[config.mk]
export PLATFORM = sky130hd
export DESIGN_NAME = mont_mult_seq_ctrl_flat
export DESIGN_NICKNAME = d
export VERILOG_FILES = /design/src/rtl/mont_mult_seq_ctrl_pkg.sv /design/src/rtl/mont_mult_seq_ctrl_if.sv /design/src/rtl/mont_mult_seq_ctrl_sub.sv /design/src/rtl/mont_mult_seq_ctrl.sv /design/src/flat_wrapper.sv
export SDC_FILE = /design/constraint.sdc
export NUM_CORES = 1
export LEC_CHECK = 0
export CORE_AREA = 10 10 83 85
export DETAILED_ROUTE_END_ITERATION = 8
export DIE_AREA = 0 0 93 95
export DONT_BUFFER_PORTS = 1
export GPL_ROUTABILITY_DRIVEN = 0
export GPL_TIMING_DRIVEN = 0
export MAX_ROUTING_LAYER = met4
export PLACE_DENSITY_LB_ADDON = 0.25
export SLEW_MARGIN = 20
export SYNTH_ARGS = -nofsm -noshare
export SYNTH_HDL_FRONTEND = slang
export SYNTH_SLANG_ARGS = --single-unit
[constraint.sdc]
create_clock -name i_clk -period 3.7 [get_ports i_clk]
set_clock_uncertainty 0.1 [all_clocks]
set_input_delay 0.37 -clock i_clk [delete_from_list [all_inputs] [get_ports i_clk]]
set_output_delay 0.37 -clock i_clk [all_outputs]
set_load 0.03 [all_outputs]
[src/rtl/mont_mult_seq_ctrl_pkg.sv]
// mont_ctrl_pkg: shared state encoding, default width and counter sizing for the Montgomery sequencer
package mont_ctrl_pkg;
    localparam int K_BITS_DEF = 8;
    typedef enum logic [1:0] {ST_IDLE, ST_ITER, ST_SUB, ST_DONE} state_t;
    function automatic int clog2(input int n);
        int w = 1;
        while ((1 << w) < n) w++;
        return w;
    endfunction
endpackage

[src/rtl/mont_mult_seq_ctrl_if.sv]
// mont_mult_seq_ctrl_if: operand-issue and result handshakes of the Montgomery sequencer
interface mont_mult_seq_ctrl_if import mont_ctrl_pkg::*; #(parameter int K_BITS = K_BITS_DEF);
    logic              i_valid, o_ready, o_valid, i_ready, o_err;
    logic [K_BITS-1:0] i_A, i_B, i_M, o_P;
    modport master(output i_valid, i_A, i_B, i_M, i_ready, input o_ready, o_valid, o_P, o_err);
    modport slave(input i_valid, i_A, i_B, i_M, i_ready, output o_ready, o_valid, o_P, o_err);
endinterface

[src/rtl/mont_mult_seq_ctrl_sub.sv]
// Subtractor_k_plus_1_logical: k+1-bit two's-complement difference used for the final correction
module Subtractor_k_plus_1_logical #(parameter int K_BITS = 8) (
    input  logic [K_BITS:0] a,
    input  logic [K_BITS:0] b,
    output logic [K_BITS:0] d
);
    assign d = a - b;
endmodule

[src/rtl/mont_mult_seq_ctrl.sv]
// mont_mult_seq_ctrl: bit-serial radix-2 Montgomery multiply P = A*B*2^-K mod M
// MONT_OPERAND_CHK_EN adds operand range/parity checking at accept with o_err reporting.
module mont_mult_seq_ctrl import mont_ctrl_pkg::*; #(parameter int K_BITS = K_BITS_DEF) (
    input logic i_clk,
    input logic i_rst_n,
    mont_mult_seq_ctrl_if.slave bus
);
    localparam int CW = clog2(K_BITS);
    localparam int W = K_BITS + 2;
    state_t            state;
    logic [K_BITS-1:0] a_r, b_r, m_r;
    logic [W-1:0]      s, t1, t2;
    logic [CW-1:0]     cnt;
    logic [K_BITS:0]   d;
    logic              chk_fail;
    // S < 2M and B < M keep T2 < 4M, so k+2 bits never overflow
    assign t1 = s + (a_r[cnt] ? {2'b00, b_r} : W'(0));
    assign t2 = t1 + (t1[0] ? {2'b00, m_r} : W'(0));
    Subtractor_k_plus_1_logical #(.K_BITS(K_BITS)) u_sub (
        .a(s[K_BITS:0]),
        .b({1'b0, m_r}),
        .d(d)
    );
`ifdef MONT_OPERAND_CHK_EN
    assign chk_fail = !(bus.i_M[0] && bus.i_M > K_BITS'(1) && bus.i_A < bus.i_M && bus.i_B < bus.i_M);
`else
    assign chk_fail = 1'b0;
`endif
    always_ff @(posedge i_clk) begin
        if (!i_rst_n) begin
            state       <= ST_IDLE;
            bus.o_ready <= 1'b1;
            bus.o_valid <= 1'b0;
            bus.o_P     <= '0;
            bus.o_err   <= 1'b0;
            s           <= '0;
            cnt         <= '0;
        end else begin
            case (state)
                ST_IDLE: if (bus.i_valid && bus.o_ready) begin
                    a_r         <= bus.i_A;
                    b_r         <= bus.i_B;
                    m_r         <= bus.i_M;
                    s           <= '0;
                    cnt         <= '0;
                    bus.o_ready <= 1'b0;
                    bus.o_err   <= chk_fail;
                    bus.o_P     <= '0;
                    bus.o_valid <= chk_fail;
                    state       <= chk_fail ? ST_DONE : ST_ITER;
                end
                ST_ITER: begin
                    s     <= t2 >> 1;
                    cnt   <= cnt + 1'b1;
                    state <= (cnt == CW'(K_BITS - 1)) ? ST_SUB : ST_ITER;
                end
                ST_SUB: begin
                    // sign of S-M is exact because S lies in [0, 2M)
                    bus.o_P     <= d[K_BITS] ? s[K_BITS-1:0] : d[K_BITS-1:0];
                    bus.o_valid <= 1'b1;
                    state       <= ST_DONE;
                end
                ST_DONE: if (bus.i_ready) begin
                    bus.o_valid <= 1'b0;
                    bus.o_ready <= 1'b1;
                    state       <= ST_IDLE;
                end
                default: state <= ST_IDLE;
            endcase
        end
    end
endmodule

[src/flat_wrapper.sv]
// flat-port wrapper written by rule: the top's interface ports become plain ports
module mont_mult_seq_ctrl_flat import mont_ctrl_pkg::*;
#(parameter int K_BITS = K_BITS_DEF)
  (i_clk, i_rst_n, bus_i_valid, bus_i_A, bus_i_B, bus_i_M, bus_i_ready, bus_o_ready, bus_o_valid, bus_o_P, bus_o_err);
  mont_mult_seq_ctrl_if #(.K_BITS(K_BITS)) bus_i ();
  input logic i_clk;
  input logic i_rst_n;
  input wire logic [$bits(bus_i.i_valid)-1:0] bus_i_valid;
  input wire logic [$bits(bus_i.i_A)-1:0] bus_i_A;
  input wire logic [$bits(bus_i.i_B)-1:0] bus_i_B;
  input wire logic [$bits(bus_i.i_M)-1:0] bus_i_M;
  input wire logic [$bits(bus_i.i_ready)-1:0] bus_i_ready;
  output wire logic [$bits(bus_i.o_ready)-1:0] bus_o_ready;
  output wire logic [$bits(bus_i.o_valid)-1:0] bus_o_valid;
  output wire logic [$bits(bus_i.o_P)-1:0] bus_o_P;
  output wire logic [$bits(bus_i.o_err)-1:0] bus_o_err;
  assign bus_i.i_valid = bus_i_valid;
  assign bus_i.i_A = bus_i_A;
  assign bus_i.i_B = bus_i_B;
  assign bus_i.i_M = bus_i_M;
  assign bus_i.i_ready = bus_i_ready;
  assign bus_o_ready = bus_i.o_ready;
  assign bus_o_valid = bus_i.o_valid;
  assign bus_o_P = bus_i.o_P;
  assign bus_o_err = bus_i.o_err;
  mont_mult_seq_ctrl #(.K_BITS(K_BITS)) u_core (.i_clk(i_clk), .i_rst_n(i_rst_n), .bus(bus_i));
endmodule
==> impl_metrics.py, run 1 <==
metrics = {
    "status": {
        "status": "finished, final reports clean",
    },
    "route": {
        "drtAntennaViolNets": 0,
        "route.met3.wl_um": 253,
        "dr_wl_met2_um": 2610,
        "drt-vias-per-instance": 5.38,
        "post_drt_wl_per_cell_um": 14.8,
        "dr.pass1.iters": 4,
        "routed_wl_um": 5510,
        "vias": 2008,
        "highest_layer": "met4",
        "route.detailed.drc": 0,
        "drt_iter0_markers": 114,
        "m1WireLength_um": 2580,
    },
    "setup_path": {
        "timing.rr.start": "u_core.cnt[0]",
        "crit_type": "flop to flop",
        "r2r_slack_ps": 7,
        "cp.arrival_ps": 3820,
        "crit_family": "compound AO/OA/AOI/OAI gates",
        "crit_fanout": 5,
        "crit_slowest_cell": "mux4_2",
        "end_kind": "flop",
        "crit_top_cell": "nor2b_2",
        "cp_slowest_stage_delay_ps": 540,
        "required_ps": 3830,
        "start_kind": "flop",
        "crit_cells": 16,
        "rr_worst_depth": 16,
        "path_buf_inv": 1,
        "crit_chain": "mux4_2, mux2i_4, nor2b_2, ha_2, inv_2, fa_2, nor2b_2, o31a_1, o21a_1, nor2_1, xnor2_1, ha_1, a21oi_2, o221ai_2, and3_1, o31ai_2",
        "r2r-end": "u_core.s[8]",
    },
    "logic_synthesis": {
        "synth_enable_flop_cells": 24,
        "synth_top_family_by_area": "compound AO/OA/AOI/OAI gates",
        "avgSynthCellArea_um2": 10.3,
        "synth_common_cells": "ha_1 (26), dfxtp_1 (24), edfxtp_1 (24)",
        "synth_nets": 338,
        "synthAdderAreaFrac_pct": 13.3,
        "async_reset_ff_share_pct": 0,
        "synthMuxAreaShare_pct": 4.33,
        "synth_xor_area_share_pct": 6.40,
        "synth_cells": 281,
        "yosys_warnings": 0,
        "yosysUniqueCellTypes": 45,
        "synth_compound_gate_area_share_pct": 17.2,
        "synthFlopType": "edfxtp_1",
        "yosys.area_share.simple_pct": 13.7,
        "synth_top_cell_area_share_pct": 24.9,
        "seq_area_frac_synth_pct": 41.5,
        "yosys-top-cells-area": "edfxtp_1 (25%), dfxtp_1 (17%), ha_1 (11%)",
        "synth_area_um2": 2890,
        "ys_seq_elements": 48,
        "yosysTopAreaCell": "edfxtp_1",
        "synthMostInstantiatedCell": "ha_1",
    },
    "power": {
        "p_total_mw": 1.29,
        "p_leak_nw": 1.34,
        "ir_worst_vdd_v": 0.000296,
        "powerDensity_nw_per_um2": 393,
    },
    "cells_and_area": {
        "antenna_cells": 0,
        "areaGrowthSynthToFinish_pct": 13.3,
        "regArea_um2": 1200,
        "drive_gt1_share_pct": 15.9,
        "finish.net_count": 357,
        "filler_cell_count": 437,
        "multi_input_area_um2": 1680,
    },
    "clock_tree": {
        "cts_tree": "yes",
        "clock-root-buffer": "clkbuf_8",
        "max-clock-path-buffers": 2,
        "clock-sinks": 48,
        "cts.clk_slew.worst_paths_ps": 90,
        "h-tree-depth": 2,
        "cts_hold_buf": 0,
        "clock_latency_ps": 300,
        "numCtsBuffers": 5,
    },
    "die": {
        "start_util_pct": 54.2,
        "coreArea_um2": 5340,
        "io_pins": 39,
        "die_w_um": 93,
        "core.rowCount": 27,
        "die_h_um": 95,
        "die_area_um2": 8840,
    },
    "grt": {
        "grt_overflow": 0,
        "grt_pass1_vias": 1960,
        "antenna_found_initial": 0,
        "grt_pass1_wl_um": 9090,
        "grt.total_usage_pct": 13.1,
        "grt_max_degree": 17,
    },
    "timing": {
        "drv_slew": 0,
        "rsz0062_at_grt": "true",
        "setup_viol": 0,
        "clock.fmax_ghz": 0.271,
        "finalHoldViolCount": 0,
        "min_period_ps": 3690,
        "timing.final.ws_setup_ps": 7.04,
        "finalCritPeriodShare_pct": 99.8,
        "whs_ps": 56.4,
    },
    "hold_path": {
        "min_path_cells": 0,
        "hold_class": "input pin to flop",
        "whs_endpoint": "u_core.m_r[1]",
        "holdCritStartpoint": "bus_i_M[1]",
    },
    "placement": {
        "dpl_worst_slack_ps": -400,
        "place.detailed.hpwl_um": 4220,
        "io_buffers": 0,
    },
    "job": {
        "cap_violations": 0,
    },
}
[layout by cell type (no fill, tap or decap), types with 2 or more instances in the layout]
| master | netlist | final |
|---|---|---|
| nor2b_1 | 20 | 18 |
| or4_1 | 2 | 2 |
| xor2_1 | 5 | 5 |
| and2_1 | 8 | 8 |
| a21oi_1 | 17 | 15 |
| nand2b_1 | 3 | 2 |
| o21ai_1 | 6 | 9 |
| a21o_1 | 2 | 2 |
| nand3_1 | 6 | 6 |
| nor2b_2 | 0 | 2 |
| inv_1 | 18 | 17 |
| o21a_1 | 8 | 8 |
| buf_4 | 1 | 13 |
| mux4_2 | 2 | 2 |
| a21oi_2 | 2 | 4 |
| clkbuf_8 | 0 | 5 |
| o31a_1 | 2 | 2 |
| nor2_1 | 8 | 8 |
| ha_1 | 26 | 25 |
| fa_1 | 3 | 2 |
| dfxtp_1 | 24 | 23 |
| a22oi_1 | 8 | 8 |
| o31ai_2 | 0 | 2 |
| and3_1 | 2 | 2 |
| o22ai_1 | 2 | 2 |
| o21ai_0 | 16 | 12 |
| mux2i_1 | 8 | 7 |
| clkbuf_1 | 6 | 6 |
| nor3_1 | 2 | 2 |
| nand2_1 | 18 | 18 |
| xnor2_1 | 13 | 12 |
| edfxtp_1 | 24 | 24 |
[routing by layer]
layer  GRT usage [%]  vias to the layer above
li1                -                     1050
met1            15.5                      911
met2            21.3                       40
met3            4.12                        7
met4            3.08                        0
met5               -                        -
[kinds of logic (layout without fill, tap and decap cells)]
| group | count (synthesis) | count (layout) |
|---|---|---|
| AO/OA/AOI/OAI | 75 | 75 |
| XOR/XNOR | 19 | 19 |
| adder cells (fa/ha/maj) | 29 | 29 |
| buffers and inverters | 25 | 45 |
| flip-flops | 48 | 48 |
| multiplexers | 10 | 10 |
| other | 1 | 1 |
| AND/OR/NAND/NOR | 74 | 74 |
[flip-flops by register name, summed over array words and instances, names as in the netlist, named ones only]
register and flops:
u_core.s 9, u_core.a_r 8, u_core.b_r 8, u_core.bus.o_P 8, u_core.m_r 8, u_core.cnt 3
u_core.bus.o_ready 1, u_core.bus.o_valid 1, u_core.state 1
[what timing repair did]
action / CTS / global route
buffers inserted: 1 / 9
endpoints found under the setup margin: 5 / 4
cloned: 0 / 0
gates resized for setup: 7 / 14
pin swaps: 1 / 14
[worst max path at each step]
stage | from | endpoint | slack, ps
4_1_cts | u_core.cnt[0] | u_core.s[7] | 20
6_report | u_core.cnt[0] | u_core.s[8] | 7
3_3_place_gp | u_core.cnt[0] | u_core.s[7] | -380
2_1_floorplan | u_core.cnt[0] | u_core.s[7] | 60
3_5_place_dp | u_core.cnt[0] | u_core.s[7] | -400
5_1_grt | u_core.cnt[0] | u_core.s[7] | -160
[stage by stage]
step | setup TNS [ps] | util (%) | instances | cell area (µm²)
after floorplan | 0 | - | 281 | 2900
after global placement | -1020 | 56.1 | 353 | 2990
after detailed placement | -1150 | 56.5 | 355 | 3020
after CTS | 0 | 59.3 | 364 | 3170
after global routing | -426 | 61.4 | 373 | 3280
final | 0 | 61.4 | 373 | 3280
[where the power goes]
part	switching, mW	internal, mW
Combinational	0.157	0.143
Sequential	0.0241	0.581
Clock	0.178	0.203
Total	0.360	0.928
[area by class of cell]
class	count	share of cell area [%]
buffer	7	0.916
sequential	48	36.8
multi-input combinational	208	51.2
inverter	18	2.06
clock inverter	3	1.41
tap	72	2.75
timing repair buffer	12	2.75
clock buffer	5	2.10
Power figures use the tool's default switching activity.
==> run 2, diff against run 1 <==
Settings changed: SETUP_SLACK_MARGIN set to 0.2.
Clock period 3.7 ns to 4.5 ns, I/O delays scaled along.
==> impl_metrics.py, run 2 (synthesis results as in run 1) <==
metrics = {
    "power": {
        "power_frac_seq_pct": 50.6,
        "ir_worst_vdd_v": 0.000198,
        "p_sw_mw": 0.276,
        "p_comb_share_pct": 22.5,
        "powerDensity_nw_per_um2": 316,
        "p_int_mw": 0.706,
        "switching_share_pct": 28.1,
        "p_leak_nw": 1.27,
        "power_frac_clock_pct": 26.9,
    },
    "die": {
        "start_util_pct": 54.2,
        "die_h_um": 95,
        "die_w_um": 93,
        "core.rowCount": 27,
        "coreArea_um2": 5340,
        "io_pins": 39,
        "die_area_um2": 8840,
    },
    "grt": {
        "antenna_found_initial": 0,
        "grt_pass1_wl_um": 9270,
        "grt_pass1_vias": 2047,
        "grt.total_usage_pct": 13.2,
        "grt_max_degree": 16,
        "grt_overflow": 0,
    },
    "route": {
        "vias": 1976,
        "route.detailed.drc": 0,
        "routed_wl_um": 5190,
        "drt-vias-per-instance": 5.43,
        "drt_iter0_markers": 96,
        "post_drt_wl_per_cell_um": 14.3,
        "dr.pass1.iters": 4,
        "drtAntennaViolNets": 0,
    },
    "clock_tree": {
        "h-tree-depth": 2,
        "clock_latency_ps": 300,
        "post_cts_buffers": 0,
        "cts_hold_buf": 0,
        "clock-root-buffer": "clkbuf_8",
        "numCtsBuffers": 5,
        "cts_tree": "yes",
        "clock-sinks": 48,
        "post_cts_resized": 1,
        "max-clock-path-buffers": 2,
        "cts.clk_slew.worst_paths_ps": 90,
    },
    "setup_path": {
        "crit_type": "flop to flop",
        "worstSetupStartpoint": "u_core.cnt[0]",
        "timing.rr.start": "u_core.cnt[0]",
        "r2r_slack_ps": 580,
        "start_kind": "flop",
        "crit_end": "u_core.s[7]",
        "required_ps": 4590,
        "crit_fanout": 8,
        "rr_worst_depth": 15,
        "end_kind": "flop",
        "cp.arrival_ps": 4010,
        "r2r-end": "u_core.s[7]",
    },
    "placement": {
        "placed_cells": 356,
        "place.detailed.hpwl_um": 4270,
        "dpl_worst_slack_ps": 215,
        "io_buffers": 0,
    },
    "timing": {
        "timing.final.ws_setup_ps": 579,
        "tns_ps": 0,
        "finalHoldViolCount": 0,
        "drv_slew": 0,
        "setup_viol": 0,
        "rsz0062_at_grt": "false",
        "min_period_ps": 3920,
        "clock.fmax_ghz": 0.255,
        "finalCritPeriodShare_pct": 87.1,
    },
    "cells_and_area": {
        "drive_gt1_share_pct": 8.22,
        "filler_cell_count": 484,
        "fin_util_pct": 58.3,
        "regMostFlops": "u_core.s",
        "layout_commonest_cell": "ha_1",
        "mostFrequentLayoutCells": "ha_1 (26), edfxtp_1 (24), dfxtp_1 (23)",
        "largest_reg_flops": 9,
        "finish.net_count": 348,
        "final_cells": 364,
        "antenna_cells": 0,
        "areaGrowthSynthToFinish_pct": 7.61,
    },
    "job": {
        "cap_violations": 0,
    },
    "status": {
        "status": "finished, final reports clean",
    },
    "hold_path": {
        "hold_class": "input pin to flop",
    },
}
-- run 2: changes by cell type in the layout (fill, tap and decap cells not counted), sizes merged --
cell | previous run | this run
buf | 13 | 4
clkbuf | 11 | 13
bufinv | 1 | 0
clkinv | 0 | 1
clkinvlp | 1 | 0
inv | 19 | 18
-- run 2: worst min path at each step --
stage           startpoint            end  cells past startpoint
2_1_floorplan  u_core.s[6]    u_core.s[6]                      2
3_3_place_gp   u_core.s[7]    u_core.s[7]                      2
3_5_place_dp   u_core.s[6]    u_core.s[6]                      2
4_1_cts         bus_i_A[6]  u_core.a_r[6]                      0
5_1_grt         bus_i_M[1]  u_core.m_r[1]                      0
6_report        bus_i_M[1]  u_core.m_r[1]                      0
-- run 2: per-layer routing --
layer  GRT usage (%)  part of all wire, %  vias to the layer above
li1                -                    -                     1032
met1            16.1                   49                      892
met2            21.0                   45                       44
met3            3.33                  4.5                        8
met4            3.98                  1.4                        0
met5               -                    0                        -
-- run 2: critical path, cell delays in order, from the launching register on --
cell and delay, ps:
dfxtp_2 410, mux4_2 550, mux2i_4 270, nand2b_1 200
inv_1 50, ha_1 280, a211oi_1 260, o21bai_1 110
a21oi_1 270, xnor2_1 190, ha_1 290, a21oi_1 150
o21ai_0 150, o31ai_1 270, xor2_1 170, o21ai_0 80
-- run 2: power by group through the flow --
stage	clock network (mW)	logic [mW]	registers (mW)
floorplan	0	0.186	0.500
global placement	0	0.212	0.507
detailed placement	0	0.218	0.507
CTS	0.277	0.220	0.497
global route	0.292	0.255	0.500
finish	0.264	0.221	0.497
-- run 2: area by class of cell --
type / count / area, µm² / share of cell area, %
sequential: 48 / 1200 / 38.6
clock inverter: 1 / 8.76 / 0.281
inverter: 18 / 67.6 / 2.17
multi-input combinational: 208 / 1610 / 51.8
tap: 72 / 90.1 / 2.89
clock buffer: 7 / 86.3 / 2.77
timing repair buffer: 3 / 15.0 / 0.482
buffer: 7 / 30.0 / 0.965
-- run 2: stage by stage --
step	cell area (µm²)	hold slack (ps)	power (mW)
after floorplan	2890	383	0.686
after global placement	2980	438	0.719
after detailed placement	3000	443	0.726
after CTS	3100	132	0.994
after global routing	3110	120	1.05
final	3110	138	0.982
==> run 3, diff against run 2 <==
Settings changed: CAP_MARGIN set to 5.
==> results of run 3 <==
The final DEF is identical to that of run 2; final timing and power are the same.
==> edit 1 (settings of run 1) <==
`K_BITS_DEF`: 8 -> 9.
--- a/src/rtl/mont_mult_seq_ctrl_pkg.sv
+++ b/src/rtl/mont_mult_seq_ctrl_pkg.sv
@@ -1,6 +1,6 @@
 // mont_ctrl_pkg: shared state encoding, default width and counter sizing for the Montgomery sequencer
 package mont_ctrl_pkg;
-    localparam int K_BITS_DEF = 8;
+    localparam int K_BITS_DEF = 9;
     typedef enum logic [1:0] {ST_IDLE, ST_ITER, ST_SUB, ST_DONE} state_t;
     function automatic int clog2(input int n);
         int w = 1;
Interface: changed (resized bus_i_A, bus_i_B, bus_i_M and bus_o_P); port bits go from 39 to 43. No check against the original RTL was run, so the function may have changed too.
==> edit 1 against run 1 <==
The flow now finishes with violations (setup timing). Sequential cell count rose by 6. Final area rose by 18%. Synthesized area increased by 22%. Cell count is 23% higher. Setup slack lost 0.25 ns. Total power rose by 5.7%. Combinational power increased by 19%. Non-clock buffer count up 4. Wire length rose by 40%. Largest power group unchanged.
==> edit 1: results (changes against run 1) <==
Status
  • Status: finished with violations
  • Failing checks: setup timing

STA
  • Worst slew pin tran: 0.524 ns
  • Hold_ws: 0.0523 ns (-0.00409 ns)
  • Setup_tns: -0.847 ns (-0.847 ns)
  • Final setup viols: 4 (+4)
  • Post-route setup slack: -0.247 ns (-0.254 ns)

Synthesis
  • Synth Area in Compound Gates: 0.214 (+0.0418)
  • Post-synthesis mux area share: 0.0274 (-0.0159)
  • Top cells by area, synth: edfxtp_1, dfxtp_1, ha_1
  • Post-Synth Adder-Cell Area: 0.117 (-0.0167)
  • Commonest cells post-synth: nand2_1, ha_1, dfxtp_1, edfxtp_1, a21oi_1
  • Share of the synthesized area in the top cell type: 0.230 (-0.0189)
  • Synth async-reset ratio: 0 (unchanged)
  • XOR/XNOR Fraction of Synth Area: 0.0249 (-0.0391)
  • Post-synthesis sequential area ratio: 0.384 (-0.0314)
  • Syn nets: 433 (+28%)
  • Post-synth EDFFs: 27 (+13%)
  • Library cells used by synthesis: 61 (+36%)
  • Synth Instances: 371 (+32%)

CTS
  • CTS resizes: 10 (+3)
  • Clock insertion delay at the later pin of the skew report: 0.30 ns (about the same)
  • Post-CTS setup repair buffer count: 5 (+4)
  • CTS Buf Count: 5 (unchanged)
  • H-tree depth: 2 (unchanged)

Global route
  • Global Route Usage Sum: 0.175 (+0.0445)
  • Largest net degree at the start of global routing: 18 (+1)
  • Number of global-route vias before repair: 2630 (+34%)
  • GRT met1 Usage: 0.216 (+0.0607)
  • First-pass GRT wire length: 12300 um (+36%)
  • Global-route met2 utilization: 0.289 (+0.0765)
  • Met3 usage: 0.0293 (-0.0119)

Power and ir drop
  • Internal power: 950 uW (+2.3%)
  • Max VDD drop: 0.000267 V (-9.8%)
  • Leakage Power: 0.00151 uW (+13%)

Critical path
  • Slowest Stage Delay on Critical Path: 0.48 ns (-0.06 ns)
  • Largest fanout on the critical path: 4 (-1)
  • Crit path to: u_core.s[6]
  • Crit-path slowest cell: mux4_2
  • Reg2Reg Depth: 16 (unchanged)
  • Crit path DAT: 4.04 ns (+0.22 ns)
  • CP top delay family: compound AO/OA/AOI/OAI gates

Layout
  • Share of layout cells above drive strength 1: 0.124 (-0.0358)
  • Max reg flops: 10 (+1)
  • Nets: 449 (+26%)

Detailed routing
  • Initial drt markers: 215 (+89%)
  • Met3 WL: 458 um (+81%)
  • DRT Pass-1 Iters: 5 (+1)
  • WL/cell: 16.8 um (+14%)
  • Vias per inst: 6.16 (+14%)
  • Metal1 wirelength: 3480 um (+35%)
  • Met2 routed WL: 3680 um (+41%)
  • Final wirelength: 7730 um (+40%)

Hold path
  • HP Start: bus_i_M[1]
  • HP Class: input pin to flop
  • Worst hold path depth: 0 (unchanged)

Placement
  • Place WS: -0.276 ns (+0.124 ns)
  • DP Wirelength: 5680 um (+34%)
  • Placed Area: 3660 um^2 (+21%)
## edit 1: cell count changes in the layout (fill, tap and decap cells not counted), sizes merged, moves of 5 or more
cell,delta
a211oi,+5
and2,+9
clkbuf,+5
nand2,+11
nand3b,+6
nor2,+13
nor2b,-7
nor3,+9
o211ai,+7
o21a,+7
xnor2,-6
## edit 1: final cells by class
type / instances / area [um^2]
multi-input combinational: 282 / 2130
fill: 393 / 1460
sequential: 54 / 1360
tap: 72 / 90.1
inverter: 21 / 78.8
clock buffer: 6 / 72.6
timing repair buffer: 9 / 71.3
buffer: 14 / 65.1
clock inverter: 2 / 13.8
## edit 1: power groups by stage
stage	Combinational (uW)	Sequential (uW)	Clock, uW
final	358	681	322
after global routing	397	684	348
after CTS	332	679	329
after detailed placement	311	692	0
after global placement	297	692	0
after floorplan	256	683	0
==> edit 2 (flow settings as in run 1) <==
Without the edit above. Re-encode `state_t` (4 states) as one-hot, 4 bits wide.
--- a/src/rtl/mont_mult_seq_ctrl_pkg.sv
+++ b/src/rtl/mont_mult_seq_ctrl_pkg.sv
@@ -1,7 +1,7 @@
 // mont_ctrl_pkg: shared state encoding, default width and counter sizing for the Montgomery sequencer
 package mont_ctrl_pkg;
     localparam int K_BITS_DEF = 8;
-    typedef enum logic [1:0] {ST_IDLE, ST_ITER, ST_SUB, ST_DONE} state_t;
+    typedef enum logic [3:0] {ST_IDLE = 4'b0001, ST_ITER = 4'b0010, ST_SUB = 4'b0100, ST_DONE = 4'b1000} state_t;
     function automatic int clog2(input int n);
         int w = 1;
         while ((1 << w) < n) w++;
Behaviour: no difference found for any inputs over 10 cycles, from zero or initial values and one cycle with i_rst_n low; not proved beyond that.
==> edit 2 against run 1 <==
The flow now finishes with violations (setup timing). Count of clock-buffer cells in the layout rose by 2. Total power fell by 9.0%. Sequential share of layout area fell by 1.2 points. Clock power decreased by 8.6%. Final area increased by 6.7%. Synthesized area increased by 4.8%. Wire length is 8.5% higher. Via count increased by 9.7%. Sequential cell count grew 2. Setup slack got worse by 0.29 ns. Utilization grew 4.1 points. Critical path type unchanged.
==> edit 2: results (changes against run 1) <==
Status
  • Failing checks: setup timing
  • Status: finished with violations

Synthesis
  • Leading register cell type out of synthesis: dfxtp_1
  • Syn nets: 358 (+5.9%)
  • Top cells by area, synth: edfxtp_1, dfxtp_1, ha_1
  • Avg Cell Area, Syn: 10.1 um^2 (-2.2%)
  • Post-synthesis mux area share: 0.0528 (+0.00960)
  • Synth Area in Compound Gates: 0.152 (-0.0202)
  • XOR/XNOR Fraction of Synth Area: 0.0611 (-0.00291)
  • Post-Synth Adder-Cell Area: 0.127 (-0.00605)
  • Library cells used by synthesis: 53 (+18%)
  • Commonest cells post-synth: nor2_1, dfxtp_1, ha_1

Detailed routing
  • Metal1 wirelength: 2760 um (+6.8%)
  • Met3 WL: 329 um (+30%)
  • WL/cell: 15.2 um (+2.7%)
  • Final wirelength: 5980 um (+8.5%)

Layout
  • Non-clk bufs: 22 (+3)
  • Share of layout cells above drive strength 1: 0.189 (+0.0300)
  • Layout clock buffers: 7 (+2)
  • Clk cell area share: 0.0301 (-0.00507)
  • Nets: 378 (+5.9%)
  • Multi-Input Combinational: 225 (+8.2%)
  • Fillcell total: 436 (-0.23%)
  • Seq. cell area: 1240 um^2 (+3.3%)

Global route
  • Number of global-route vias before repair: 2096 (+6.9%)
  • GRT met1 Usage: 0.160 (+0.00481)
  • Met3 usage: 0.0309 (-0.0103)
  • Largest net degree at the start of global routing: 18 (+1)
  • First-pass GRT wire length: 9510 um (+4.6%)

CTS
  • CTS resizes: 10 (+3)
  • Post-CTS setup repair buffer count: 9 (+8)

Critical path
  • Slowest Stage Delay on Critical Path: 0.52 ns (-0.02 ns)
  • Reg2reg end: u_core.s[7]
  • Largest fanout on the critical path: 4 (-1)
  • Crit path DAT: 4.14 ns (+0.32 ns)
  • Reg2Reg Depth: 18 (+2)
  • CP top delay family: simple AND/OR/NAND/NOR gates

Placement
  • Place WS: -0.359 ns (+0.0412 ns)
  • DP Wirelength: 4420 um (+4.6%)

STA
  • Post-route setup slack: -0.285 ns (-0.292 ns)
  • Final setup viols: 3 (+3)

Power and ir drop
  • Max VDD drop: 0.000308 V (+3.9%)
  • Leakage Power: 0.00141 uW (+5.2%)
  • Reg power frac: 0.526 (+0.056)
  • Internal power: 865 uW (-6.7%)
## edit 2: cell count changes in the layout (fill, tap and decap cells not counted), moves of 4 or more
| cell | change |
|---|---|
| a21oi_1 | -10 |
| o21ai_0 | -4 |
| nor2b_1 | -9 |
| a21o_1 | +4 |
| nand3_1 | +4 |
| nor2_1 | +17 |
## edit 2: power groups by stage
stage / combinational (uW) / clock, uW / sequential (uW)
floorplan: 142 / 0 / 626
global placement: 164 / 0 / 630
detailed placement: 172 / 0 / 629
CTS: 188 / 358 / 616
global route: 231 / 374 / 619
finish: 207 / 349 / 616
## edit 2: metrics by stage
stage / TNS, ns / instance area, um^2
after detailed placement: -0.717 / 3180
final: -0.523 / 3500
after global placement: -0.600 / 3160
after global routing: -1.15 / 3500
after CTS: -0.209 / 3380
after floorplan: -0.0758 / 3070
